<file path="config.mk">
export PLATFORM = sky130hd
export DESIGN_NAME = audio_capture_ctrl
export DESIGN_NICKNAME = d
export VERILOG_FILES = /design/src/rtl/audio_pkg.sv /design/src/rtl/audio_frame_fifo.sv /design/src/rtl/audio_capture_ctrl.sv
export SDC_FILE = /design/constraint.sdc
export NUM_CORES = 1
export LEC_CHECK = 0
export BUFFER_PORTS_ARGS = -buffer_cell sky130_fd_sc_hd__buf_2
export CORE_ASPECT_RATIO = 0.8
export CORE_UTILIZATION = 57
export CTS_CLUSTER_SIZE = 14
export DETAILED_ROUTE_END_ITERATION = 8
export PLACE_DENSITY_LB_ADDON = 0.05
export SLEW_MARGIN = 20
export SYNTH_ARGS = -nofsm -noshare
export SYNTH_HDL_FRONTEND = slang
export SYNTH_SLANG_ARGS = --single-unit
</file>
<file path="constraint.sdc">
create_clock -name clk -period 2.95 [get_ports clk]
set_clock_uncertainty 0.05 [all_clocks]
set_input_delay 0.295 -clock clk [delete_from_list [all_inputs] [get_ports clk]]
set_output_delay 0.295 -clock clk [all_outputs]
set_load 0.1 [all_outputs]
</file>
<file path="src/rtl/audio_pkg.sv">
// Shared types and widths for the stereo PDM capture path.
package audio_pkg;

  localparam int PCM_W   = 16;
  localparam int FRAME_W = 32;

  typedef enum logic [1:0] {
    ST_IDLE   = 2'd0,
    ST_WARMUP = 2'd1,
    ST_RUN    = 2'd2
  } cap_state_e;

endpackage

</file>
<file path="src/rtl/audio_frame_fifo.sv">
// Synchronous frame FIFO with flush and occupancy level.
module audio_frame_fifo #(
  parameter int DEPTH = 4,
  parameter int W     = 32,
  parameter int LW    = $clog2(DEPTH) + 1
) (
  input  logic         clk,
  input  logic         rst_n,
  input  logic         flush,
  input  logic         push,
  input  logic [W-1:0] push_data,
  input  logic         pop,
  output logic [W-1:0] pop_data,
  output logic         empty,
  output logic         full,
  output logic [LW-1:0] level
);

  localparam int AW = $clog2(DEPTH);

  logic [W-1:0]  mem_q [DEPTH];
  logic [AW-1:0] wr_ptr_q, wr_ptr_d;
  logic [AW-1:0] rd_ptr_q, rd_ptr_d;
  logic [LW-1:0] cnt_q, cnt_d;
  logic          wr_ok, rd_ok;

  assign empty = (cnt_q == '0);
  assign full  = (cnt_q == LW'(DEPTH));
  assign level = cnt_q;

  // A pop on a full FIFO frees the slot the same push lands in.
  assign wr_ok = push & ~flush & (~full | pop);
  assign rd_ok = pop & ~flush & ~empty;

  assign pop_data = empty ? '0 : mem_q[rd_ptr_q];

  always_comb begin
    wr_ptr_d = wr_ptr_q;
    rd_ptr_d = rd_ptr_q;
    cnt_d    = cnt_q;
    if (flush) begin
      wr_ptr_d = '0;
      rd_ptr_d = '0;
      cnt_d    = '0;
    end else begin
      if (wr_ok) wr_ptr_d = wr_ptr_q + AW'(1);
      if (rd_ok) rd_ptr_d = rd_ptr_q + AW'(1);
      cnt_d = cnt_q + LW'(wr_ok) - LW'(rd_ok);
    end
  end

  always_ff @(posedge clk) begin
    if (!rst_n) begin
      wr_ptr_q <= '0;
      rd_ptr_q <= '0;
      cnt_q    <= '0;
    end else begin
      wr_ptr_q <= wr_ptr_d;
      rd_ptr_q <= rd_ptr_d;
      cnt_q    <= cnt_d;
    end
  end

  always_ff @(posedge clk) begin
    if (wr_ok) mem_q[wr_ptr_q] <= push_data;
  end

endmodule

</file>
<file path="src/rtl/audio_capture_ctrl.sv">
// Stereo PDM capture sequencer: strobe gating, CIC warmup discard,
// L/R frame pairing into a buffered valid/ready stream.
module audio_capture_ctrl
  import audio_pkg::*;
#(
  parameter int DEPTH  = 4,
  parameter int WARMUP = 8
) (
  input  logic                     clk,
  input  logic                     rst_n,
  input  logic                     en,
  input  logic                     mute,
  input  logic                     stb_left,
  input  logic                     stb_right,
  input  logic                     stb_pcm,
  input  logic [PCM_W-1:0]         pcm_l,
  input  logic [PCM_W-1:0]         pcm_r,
  output logic                     stb_smp_l,
  output logic                     stb_smp_r,
  output logic                     pdm_en,
  output logic                     m_valid,
  output logic [FRAME_W-1:0]       m_data,
  input  logic                     m_ready,
  output logic [$clog2(DEPTH):0]   level,
  output logic                     ovf,
  input  logic                     ovf_clr
);

  localparam int LW = $clog2(DEPTH) + 1;
  localparam int WW = $clog2(WARMUP) + 1;

  cap_state_e   state_q, state_d;
  logic [WW-1:0] warm_q, warm_d;
  logic         cap_q, cap_d;
  logic         pdm_en_q, pdm_en_d;
  logic         ovf_q, ovf_d;
  logic         push, flush, drop;
  logic         full, empty;
  logic [FRAME_W-1:0] push_data;

  logic active;
  assign active = (state_q != ST_IDLE);

  // Integrators freeze outside capture and while reset is held.
  assign stb_smp_l = stb_left  & active & rst_n;
  assign stb_smp_r = stb_right & active & rst_n;

  assign push_data = mute ? '0 : {pcm_l, pcm_r};

  always_comb begin
    cap_d   = stb_pcm;
    state_d = state_q;
    warm_d  = warm_q;
    push    = 1'b0;
    flush   = 1'b0;
    unique case (state_q)
      ST_IDLE: begin
        if (en) begin
          state_d = ST_WARMUP;
          warm_d  = '0;
          flush   = 1'b1;
        end
      end
      ST_WARMUP: begin
        if (cap_q) begin
          if (warm_q == WW'(WARMUP - 1)) state_d = ST_RUN;
          else warm_d = warm_q + WW'(1);
        end
      end
      ST_RUN: push = cap_q;
      default: state_d = ST_IDLE;
    endcase
    if (!en) state_d = ST_IDLE;
    pdm_en_d = (state_d != ST_IDLE);
  end

  assign drop  = push & full & ~m_ready;
  assign ovf_d = (ovf_q & ~ovf_clr) | drop;

  always_ff @(posedge clk) begin
    if (!rst_n) begin
      state_q  <= ST_IDLE;
      warm_q   <= '0;
      cap_q    <= 1'b0;
      pdm_en_q <= 1'b0;
      ovf_q    <= 1'b0;
    end else begin
      state_q  <= state_d;
      warm_q   <= warm_d;
      cap_q    <= cap_d;
      pdm_en_q <= pdm_en_d;
      ovf_q    <= ovf_d;
    end
  end

  assign pdm_en  = pdm_en_q;
  assign ovf     = ovf_q;
  assign m_valid = ~empty;

  audio_frame_fifo #(
    .DEPTH (DEPTH),
    .W     (FRAME_W),
    .LW    (LW)
  ) u_fifo (
    .clk       (clk),
    .rst_n     (rst_n),
    .flush     (flush),
    .push      (push),
    .push_data (push_data),
    .pop       (m_ready),
    .pop_data  (m_data),
    .empty     (empty),
    .full      (full),
    .level     (level)
  );

endmodule

</file>
# Word-level counts from Yosys, hierarchy flattened
# Memories as Yosys holds them, arrays and structs flattened. A register that Yosys moved wholly into a read port is not among the register bits.
# Cells that the tools add are included.
# totals
ff_bits	16
latch_bits	0
mem_bits_rw	128
rom_bits	0
out_inout_bits	40
wordCells	64
memories	1
# classes
add_sub_neg	5
n_mul	0
div	0
order_cmp	0
eq_ne	7
shift	0
n_mux	17
bitwise_logic	19
n_reduce_logical	7
# memory_table
memory	depth	width	read_ports	rd_ports_with_merged_regs	write_ports	line_no	text
u_fifo.mem_q	4	32	1	1	1	audio_frame_fifo.sv:21	logic [W-1:0] mem_q [DEPTH];
# op_table
operator	count
32-bit 2-to-1 mux	2
4-bit 2-to-1 mux	3
1-bit bitwise AND	11
2-bit 2-to-1 mux	5
4-bit case mux with 2 select lines	1
2-bit inequality test (second input constant)	3
1-bit NOT	6
2-bit case mux with 3 select lines	1
2-bit nonzero test	3
1-bit 2-to-1 mux	5
2-bit by 1-bit adder with 2-bit output (second input constant)	2
4-bit by 1-bit adder with 4-bit output (second input constant)	1
4-bit by 3-bit == test with 1-bit output (second input constant)	1
4-bit AND reduction	1
3-bit by 1-bit adder with 3-bit output	1
3-bit == test (second input constant)	1
3-bit logical NOT	1
3-bit by 1-bit subtractor with 3-bit output	1
2-bit by 1-bit == test with 1-bit output (second input constant)	1
2-bit == test (second input constant)	1
2-bit logical NOT	1
1-bit bitwise OR	2
2-bit OR reduction	1

# Longest topological paths before layout
# Gate-level depths: netlist (run 1).
# depth
depth_word	7
ltp_mapped	11
depth_no_buf	10

# Cells and area by module
# A second synthesis (run 1) with hierarchy kept.
# unflattened
hier_cells	339
hier_area_um2	5990.7
# by_module_without_submodules
module	instances	cells_per_inst	area_each_um2	seq_area_each_um2
audio_frame_fifo	1	255	5328.9	4023.9
audio_capture_ctrl	1	84	661.9	180.2

# Least setup slack after synthesis (run 1)
# Ideal clock, no wire load.
# synth_timing
kind	flip-flop to output port
from	register u_fifo.cnt_q[1] (netlist: u_fifo.level[1])
to	output port m_data[15]
arrival_ps	3257
t_required_ps	2605
slack_ps	-652
stages_incl_launch_ff	5
n_path_buf	2
cell_sequence	dfxtp_1 -> or3_1 -> clkbuf_1 -> clkbuf_1 -> and2_1
# synth_between
elab_chain_cells	2
# synth_rtl
item	line_no	text
from (decl)	audio_frame_fifo.sv:24	logic [LW-1:0] cnt_q, cnt_d;
from (signal assigned)	audio_frame_fifo.sv:60	cnt_q <= cnt_d;
3-bit logical NOT	audio_frame_fifo.sv:27	assign empty = (cnt_q == '0);
32-bit 2-to-1 mux	audio_frame_fifo.sv:35	assign pop_data = empty ? '0 : mem_q[rd_ptr_q];
to (decl)	audio_capture_ctrl.sv:22	output logic [FRAME_W-1:0] m_data,
# No other way between the ends.

==> out/qor.yml, run 1 <==
status:
  status: "completed"
synth:
  ys.flop_type: "edfxtp_1"
  synth_nets: 385
  synth-edff-count: 128
  syn_inst: 336
  synth_cell_types: 38
  synth.top_cell.area_share: 0.648
  yosys-top-cells-count: "128 x edfxtp_1, 36 x and2_1, 36 x nor2b_1"
  syn_area_per_cell_sq_um: 17.7
  async_reset_ff_frac: 0
  ys_ff_latch: 146
  synth_most_common_cell: "edfxtp_1"
  synth_area_leaders: "edfxtp_1 65%, mux4_2 12%, dfxtp_1 6.1%, and2_1 3.8%, nor2b_1 3.8%"
  ys_warn_count: 0
  synth_top_area_cell: "edfxtp_1"
  synth_area_sq_um: 5930
  ys_seq_area_frac: 0.709
cells_and_area:
  n_fill_cell: 677
  nets: 474
  synthToLayoutAreaGrowth_pct: 18.6
  antenna_cells: 0
  drive_gt1_frac: 0.366
  fin_cells: 573
clock_tree:
  htree_num_levels: 4
  cts-resized-gates: 0
  cts_hold_buf: 0
  clockBufferDepth: 2
  insertion_delay_ns: 0.41
  cts.clk_slew.worst_paths_ns: 0.06
  clkSinkCount: 146
  cts_made_buffers: 17
  cts_tree: "yes"
  root_buffer: "clkbuf_16"
  cts_setup_buffers: 0
worst_setup_path:
  cp.depth: 4
  crit_type: "reg2out"
  reg2reg_depth: 10
  start_kind: "flop"
  critPathMaxFanout: 19
  cp.required_ns: 2.61
  reg2reg_to: "u_fifo.level[2]"
  cp_num_buf_inv: 2
  cp.arrival_ns: 2.12
  endpoint_kind: "primary output"
  cp_top_family: "buffers and inverters"
  crit_path_end: "m_data[22]"
  path_cells: "buf_4 > mux4_2 > and2_2 > buf_2"
  r2r_slack_ns: 0.57
  crit_slowest_cell: "mux4_2"
  reg2reg_from: "u_fifo.level[1]"
  critPathMaxStageDelay_ns: 0.56
floorplan:
  rows: 32
  core_area_sq_um: 9890
  num_io_pins: 81
  die_h_microns: 93.2
  start_util: 0.600
  die_area_sq_um: 10800
  die_width_microns: 116
route:
  dr.pass1.iters: 4
  viasPerCell: 5.32
  drc: 0
  post_drt_wl_per_cell_microns: 17.2
  wl_microns: 9860
  ant_nets: 0
  drtIter0Drc: 200
  via_count: 3048
power_and_ir_drop:
  p_leak_nw: 2.54
  ir_worst_vdd_mv: 0.532
  p_per_area_nw_per_um2: 586
sta:
  period_share: 0.837
  setup_viol: 0
  worstMarginPinSlew_ns: 0.718
  hold_slack_ns: 0.0378
  max_clock_freq_ghz: 0.405
  rsz0062_at_grt: "false"
  period_needed_ns: 2.47
  drv_slew: 0
  max-slew-margin-rel: 0.521
  hold_violations: 0
  tns_ns: 0
grt:
  grt_pass1_wl_microns: 15600
  gr-total-overflow: 0
  grt_usage: 0.204
  grt_max_degree: 35
  antenna_found_initial: 0
  grt_pass1_vias: 3059
place:
  hpwl_microns: 5920
  io_buffers: 80
  placed_cells: 542
  gp_congestion: 0.810
run:
  drv_cap: 0
worst_hold_path:
  hold_class: "in2reg"
-- through the flow --
stage,total power [mW],util,setup WS (ns),cell area [sq um]
final,4.12,0.711,0.481,7030
after global routing,4.25,0.711,0.354,7030
after CTS,4.15,0.711,0.422,7030
after detailed placement,2.39,0.662,0.579,6550
after global placement,2.38,0.662,0.669,6550
after floorplan,2.34,-,0.0869,5940
-- logic make-up after synthesis --
group,after synthesis,synth area share
DFF,146,0.709
and+or+nand+nor,106,0.109
muxes,33,0.123
buffers and inverters,26,0.0200
AOI/OAI and AO/OA,12,0.0137
adders and majority gates,8,0.0181
xor gates and xnor gates,5,0.00739
-- cell type report --
cell class,count,area [sq um],area share
multi-input cells,164,1620,0.230
well taps,136,170,0.0242
clock buffers,21,440,0.0626
repair buffers,88,523,0.0744
clock inverters,10,45.0,0.00640
flip-flops and latches,146,4210,0.598
inverters,8,30.0,0.00427
-- where the power goes --
| group | internal [mW] | switching (mW) | leakage [nW] |
|---|---|---|---|
| sequential | 2.25 | 0.00239 | 1.31 |
| clock | 1.04 | 0.731 | 0.244 |
| combinational | 0.0370 | 0.0578 | 0.986 |
-- metal layers --
| layer | routed length, microns | global-route usage | vias up |
|---|---|---|---|
| li1 | - | - | 1456 |
| met1 | 4120 | 0.266 | 1490 |
| met2 | 5030 | 0.321 | 96 |
| met3 | 639 | 0.0622 | 6 |
| met4 | 78 | 0.0876 | 0 |
| met5 | 0 | 0 | - |
-- sequential cells by signal, indices dropped and copies added, names as in the netlist, named ones only --
register / cells
u_fifo.mem_q: 128
u_fifo.wr_ptr_q: 2
state_q: 2
u_fifo.level: 3
pdm_en: 1
ovf: 1
warm_q: 4
u_fifo.rd_ptr_q: 2
cap_q: 1
-- layout by cell type, fill, tap and decap left out, types with 3 or more instances in the layout --
master and count:
a21oi_1 4, and2_1 27, and2_2 13, and3_1 3
buf_12 5, buf_2 80, buf_4 3, clkbuf_1 4
clkbuf_16 17, clkinv_1 4, clkinv_2 6, dfxtp_1 16
edfxtp_1 128, ha_1 7, inv_1 8, mux4_2 32
nand2_1 7, nand2b_1 3, nor2_1 7, nor2b_1 36
xnor2_1 3
-- worst min path at each step --
stage                     cells past startpoint  slack, ns        end       from
after global placement                        2       0.43  warm_q[1]  warm_q[1]
final                                         2       0.04      cap_q    stb_pcm
after floorplan                               1       0.37      cap_q      rst_n
after global routing                          2       0.04      cap_q    stb_pcm
after detailed placement                      2       0.44  warm_q[1]  warm_q[1]
after CTS                                     2       0.02      cap_q    stb_pcm
No activity file was read; power rests on OpenSTA's default activity.
==> inputs of run 2 (changes only) <==
- CORE_UTILIZATION: 57 -> 51
- clock period: 2.95 -> 2.1 ns (I/O delays scaled with it)
==> run 2 against run 1 <==
Net effect: the run now ends with setup timing left; combinational power increased by 55%; sequential share of layout area decreased by 7.3 points; wire length increased by 14%; core utilization increased by 1.3 points; die area increased by 12%; global-route usage decreased by 0.29 points; sequential power increased by 40%; clock-buffer cell count decreased by 2; via count increased by 5.9%; non-clock buffer count increased by 21; highest routed layer unchanged.
==> out/qor.yml, run 2 (same netlist as run 1, synthesis figures left out) <==
worst_setup_path:
  crit_type: "reg2out"
  r2r_slack_ns: -0.06  # -0.63 ns
  path_cells: "clkbuf_16 > mux4_2 > and2_4 > buf_12"
  cp_top_family: "multiplexers"
  endpoint_kind: "primary output"
  reg2reg_depth: 10  # unchanged
  cp.arrival_ns: 1.93  # -0.19 ns
  reg2reg_from: "u_fifo.level[2]"
  crit_slowest_cell: "mux4_2"
  reg2reg_to: "u_fifo.level[2]"
  cp.required_ns: 1.84  # -0.77 ns
  critPathMaxStageDelay_ns: 0.50  # -0.06 ns
  cp.depth: 4  # unchanged
  cp_num_buf_inv: 2  # unchanged
  critPathMaxFanout: 6  # -13
  start_kind: "flop"
cells_and_area:
  top_register: "u_fifo.mem_q"
  synthToLayoutAreaGrowth_pct: 35.6
  post-route-util: 0.724  # +0.0129
  layout_common_cells: "128 x edfxtp_1, 47 x buf_2, 40 x buf_12"
  antenna_cells: 0  # unchanged
  drive_gt1_frac: 0.479  # +0.113
  largest_reg_flops: 128  # unchanged
  n_fill_cell: 678  # +0.15%
  layout_commonest_cell: "edfxtp_1"
  nets: 495  # +4.4%
clock_tree:
  root_buffer: "clkbuf_16"
  clkSinkCount: 146  # unchanged
  cts.clk_slew.worst_paths_ns: 0.06  # about the same
  clockBufferDepth: 2  # unchanged
  cts_tree: "yes"
  cts_setup_buffers: 0  # unchanged
  insertion_delay_ns: 0.41  # about the same
  htree_num_levels: 4  # unchanged
  cts_made_buffers: 17  # unchanged
route:
  via_count: 3229  # +5.9%
  drc: 0  # unchanged
  drtIter0Drc: 199  # -0.50%
  wl_microns: 11200  # +14%
  viasPerCell: 5.35  # +0.67%
  ant_nets: 0  # unchanged
  post_drt_wl_per_cell_microns: 18.6  # +7.9%
  dr.pass1.iters: 4  # unchanged
worst_hold_path:
  min_path_cells: 3  # +1
  hold_class: "in2reg"
  hp-start: "rst_n"
  holdPathEnd: "pdm_en"
power_and_ir_drop:
  p_per_area_nw_per_um2: 801  # +37%
  internal_power_mw: 5.20  # +56%
  p_leak_nw: 2.87  # +13%
  pwr-share-seq: 0.490  # -0.056
  pwr-share-clk: 0.488  # +0.057
  pwr-share-comb: 0.023  # about the same
  switchingPower_mw: 1.24  # +56%
  ir_worst_vdd_mv: 1.06  # +99%
  swShare: 0.192  # about the same
floorplan:
  die_width_microns: 123  # +5.6%
  die_h_microns: 98.5  # +5.6%
  num_io_pins: 81  # unchanged
  core_area_sq_um: 11100  # +12%
  die_area_sq_um: 12100  # +12%
  rows: 34  # +6.3%
  start_util: 0.534  # -0.0656
place:
  io_buffers: 80  # unchanged
  gp_congestion: 0.795  # -1.9%
  hpwl_microns: 6630  # +12%
  place_ws_ns: -0.164  # -0.743 ns
sta:
  max_clock_freq_ghz: 0.456
  period_needed_ns: 2.19
  max-slew-margin-rel: 0.663  # +0.142
  hold_slack_ns: 0.0723  # +0.0345 ns
  rsz0062_at_grt: "true"
  timing.final.ws_setup_ns: -0.0938  # -0.575 ns
  setup_viol: 33  # +33
  drv_slew: 0  # unchanged
  hold_violations: 0  # unchanged
  period_share: 1.04
  worstMarginPinSlew_ns: 0.509  # -0.209 ns
run:
  drv_cap: 0  # unchanged
grt:
  grt_max_degree: 35  # unchanged
  grt_pass1_vias: 3319  # +8.5%
  grt_usage: 0.201  # -0.00290
  grt_pass1_wl_microns: 17500  # +12%
  gr-total-overflow: 0  # unchanged
  antenna_found_initial: 0  # unchanged
status:
  status: "complete, but fails checks"
  violations: "setup timing"
run 2: cell types whose count changed in the layout (fill, tap and decap cells not counted), moves of 3 or more:
cell,change
bufinv_16,+4
clkbuf_16,+3
buf_4,+14
inv_6,+3
dfxtp_4,+4
clkinv_1,-4
and2_4,+33
buf_12,+35
dfxtp_1,-3
buf_2,-33
and2_1,-24
and2_2,-9
run 2: timing repair:
action / in CTS / in global routing
endpoints found under the hold margin: 1 / 0
resized for setup: 31 / 1
hold buffers: 1 / 0
setup endpoints to repair: 34 / 34
gates cloned: 1 / 3
pin swaps: 7 / 0
run 2: how the worst max path moves through the flow:
stage,slack [ns],to,startpoint
after global routing,-0.20,u_fifo.level[2],u_fifo.level[2]
after floorplan,-0.33,u_fifo.level[2],u_fifo.level[0]
after CTS,-0.08,m_data[24],flop
final,-0.09,m_data[1],flop
after detailed placement,-0.16,u_fifo.level[2],u_fifo.level[0]
after global placement,-0.12,u_fifo.level[2],u_fifo.level[0]
run 2: power groups by stage:
stage,clock network (mW),registers (mW),logic (mW)
after global placement,0,3.21,0.139
after detailed placement,0,3.21,0.145
after CTS,3.19,3.15,0.148
final,3.14,3.15,0.147
after global routing,3.32,3.15,0.160
after floorplan,0,3.22,0.0693
run 2: worst min-delay path, stage by stage:
cell and delay, ns:
buf_2 0.15, nand2_1 0.08, a21oi_1 0.04
run 2: metal layers:
| layer | vias to the layer above | wire length (microns) | part of all wire | track usage |
|---|---|---|---|---|
| li1 | 1493 | - | - | - |
| met1 | 1634 | 4800 | 0.43 | 0.264 |
| met2 | 91 | 5690 | 0.51 | 0.327 |
| met3 | 11 | 593 | 0.053 | 0.0602 |
| met4 | 0 | 118 | 0.011 | 0.0610 |
| met5 | - | 0 | 0 | 0 |
run 2: layout make-up:
class	instances	area (sq um)	share of cell area
Sequential cell	146	4220	0.525
Inverter	8	30.0	0.00373
Clock inverter	13	183	0.0227
Clock buffer	19	433	0.0538
Tap cell	144	180	0.0224
Timing Repair Buffer	109	1280	0.159
Multi-Input combinational cell	164	1720	0.214
run 2: stage by stage:
step                      std cells  power, mW  setup TNS [ns]  area, sq um
final                           603       6.44           -2.22         8040
after global placement          566       3.35          -0.117         7230
after detailed placement        566       3.36          -0.203         7230
after floorplan                 336       3.29          -0.661         5990
after CTS                       600       6.49           -1.42         7960
after global routing            603       6.63           -4.54         8040
==> inputs of run 3 (changes only) <==
- CORE_UTILIZATION: 51 -> 52
- clock period: 2.1 -> 2.2 ns (I/O delays scaled with it)
==> run 3 against run 2 <==
Net effect: the run now ends clean; clock-buffer cell count unchanged; die area fell by 1.9%; critical path depth is the same; via count shrank 3.2%; wire length shrank 5.3%; sequential power is 4% lower; power is 7.9% lower; first-iteration DRC count grew 8.0%; register-to-register slack improved by 0.08 ns.
==> out/qor.yml, run 3 (same netlist as run 1, synthesis figures left out) <==
status:
  status: "completed"
place:
  io_buffers: 80  # unchanged
  post_dp_cell_area_sq_um: 7190  # -0.52%
  gp_congestion: 0.776  # -2.4%
  hpwl_microns: 6560  # -1.1%
  place_ws_ns: -0.0620  # +0.102 ns
sta:
  max-slew-margin-rel: 0.509  # -0.154
  worstMarginPinSlew_ns: 0.736  # +0.227 ns
  hold_violations: 0  # unchanged
  max_clock_freq_ghz: 0.458
  period_share: 0.993
  rsz0062_at_grt: "true"
  drv_slew: 0  # unchanged
  tns_ns: 0  # +2.22 ns
  period_needed_ns: 2.19
  timing.final.ws_setup_ns: 0.0144  # +0.108 ns
  setup_viol: 0  # -100%
worst_setup_path:
  cp_top_family: "multiplexers"
  crit_slowest_cell: "mux4_2"
  start_kind: "flop"
  cp.required_ns: 1.93  # +0.09 ns
  cp.arrival_ns: 1.92  # about the same
  crit_type: "reg2out"
  crit_top_cell: "buf_12"
  cp_num_buf_inv: 2  # unchanged
  critPathMaxStageDelay_ns: 0.55  # +0.05 ns
  path_cells: "buf_12 > mux4_2 > and2_4 > buf_12"
  critPathMaxFanout: 10  # +4
  endpoint_kind: "primary output"
clock_tree:
  cts.clk_slew.worst_paths_ns: 0.06  # about the same
  htree_num_levels: 4  # unchanged
  clockBufferDepth: 2  # unchanged
  insertion_delay_ns: 0.41  # about the same
  clkSinkCount: 146  # unchanged
  root_buffer: "clkbuf_16"
  cts_made_buffers: 17  # unchanged
  cts_tree: "yes"
route:
  routed.top_layer: "met5"
  drtIter0Drc: 215  # +8.0%
  wl_microns: 10600  # -5.3%
  viasPerCell: 5.24  # -2.1%
  met3_length_microns: 492  # -17%
  post_drt_wl_per_cell_microns: 17.8  # -4.2%
  via_count: 3126  # -3.2%
  ant_nets: 0  # unchanged
  met2WireLength_microns: 5090  # -10%
  dr.pass1.iters: 4  # unchanged
  wl_met1_microns: 4920  # +2.5%
  drc: 0  # unchanged
power_and_ir_drop:
  ir_worst_vdd_mv: 0.876  # -17%
  p_leak_nw: 2.80  # -2.5%
  power_mw: 5.93  # -7.9%
  p_per_area_nw_per_um2: 751  # -6.2%
cells_and_area:
  layout_commonest_cell: "edfxtp_1"
  seqCellArea_sq_um: 4220  # unchanged
  top_register: "u_fifo.mem_q"
  antenna_cells: 0  # unchanged
  synthToLayoutAreaGrowth_pct: 33.1
  drive_gt1_frac: 0.460  # -0.0191
  stdcell_area_sq_um: 7890  # -1.8%
  n_fill_cell: 686  # +1.2%
  layout_common_cells: "128 x edfxtp_1, 47 x buf_2, 40 x buf_12"
  multi_input_area_sq_um: 1710  # -0.29%
  nets: 488  # -1.4%
  largest_reg_flops: 128  # unchanged
grt:
  grt_max_degree: 35  # unchanged
  grt_pass1_wl_microns: 17300  # -1.2%
  antenna_found_initial: 1  # +1
  grt_pass1_vias: 3231  # -2.7%
  grt_usage: 0.203  # +0.00174
  gr-total-overflow: 0  # unchanged
floorplan:
  die_h_microns: 97.5  # -0.94%
  die_area_sq_um: 11800  # -1.9%
  start_util: 0.540  # +0.00621
  die_width_microns: 121  # -0.95%
  rows: 34  # unchanged
  core_area_sq_um: 11000  # -1.1%
  num_io_pins: 81  # unchanged
run:
  drv_cap: 0  # unchanged
worst_hold_path:
  hold_class: "in2reg"
run 3: cell types whose count changed in the layout (fill, tap and decap cells not counted), sizes merged:
cell    before  now
clkbuf      22   19
inv         11    8
bufinv       4    3
buf        105  101
clkinv       5    9
run 3: stage by stage:
stage	hold slack [ns]	utilization	cells
final	0.0303	0.719	596
after global routing	0.00542	0.719	596
after CTS	0.0104	0.714	596
after detailed placement	0.383	0.655	561
after global placement	0.375	0.655	561
after floorplan	0.292	-	336
run 3: path summary, 6_finish.rpt:
check	from	endpoint	slack, ns	cells after the start
min reg2reg	warm_q[1]	warm_q[1]	0.45	2
max reg2reg	u_fifo.level[0]	u_fifo.level[2]	0.02	10
min	en	pdm_en	0.03	3
max	flop	m_data[31]	0.01	4
run 3: worst reg2reg max path: stages (launching register included):
cell,delay (ns)
dfxtp_4,0.33
or3_4,0.40
nand2_4,0.07
nor2_2,0.03
ha_1,0.28
inv_1,0.04
ha_2,0.17
fa_2,0.35
xnor2_2,0.14
xnor2_1,0.15
nor2_1,0.06
run 3: what timing repair did:
action                                  CTS  global route
endpoints found under the setup margin   29            27
setup buffers                             1             0
pin swaps                                 2             0
cloned                                    1             0
hold endpoints to repair                  1             0
hold buffers                              1             0
gates resized for setup                   8            23
run 3: final cells by class:
cell class	count	area share
clock buffer	19	0.0548
clock inverter	13	0.0181
inverter	8	0.00380
multi-input combinational	164	0.217
sequential	146	0.535
tap	144	0.0228
timing repair buffer	102	0.149
run 3: layer usage:
metal / up-vias / GRT usage
li1: 1485 / -
met1: 1550 / 0.282
met2: 80 / 0.306
met3: 9 / 0.0616
met4: 2 / 0.0712
met5: - / 0
run 3: power breakdown:
| group | total, mW | internal (mW) | switching (mW) |
|---|---|---|---|
| sequential | 3.01 | 3.01 | 0.00228 |
| combinational | 0.134 | 0.0521 | 0.0816 |
| clock | 2.78 | 1.76 | 1.02 |
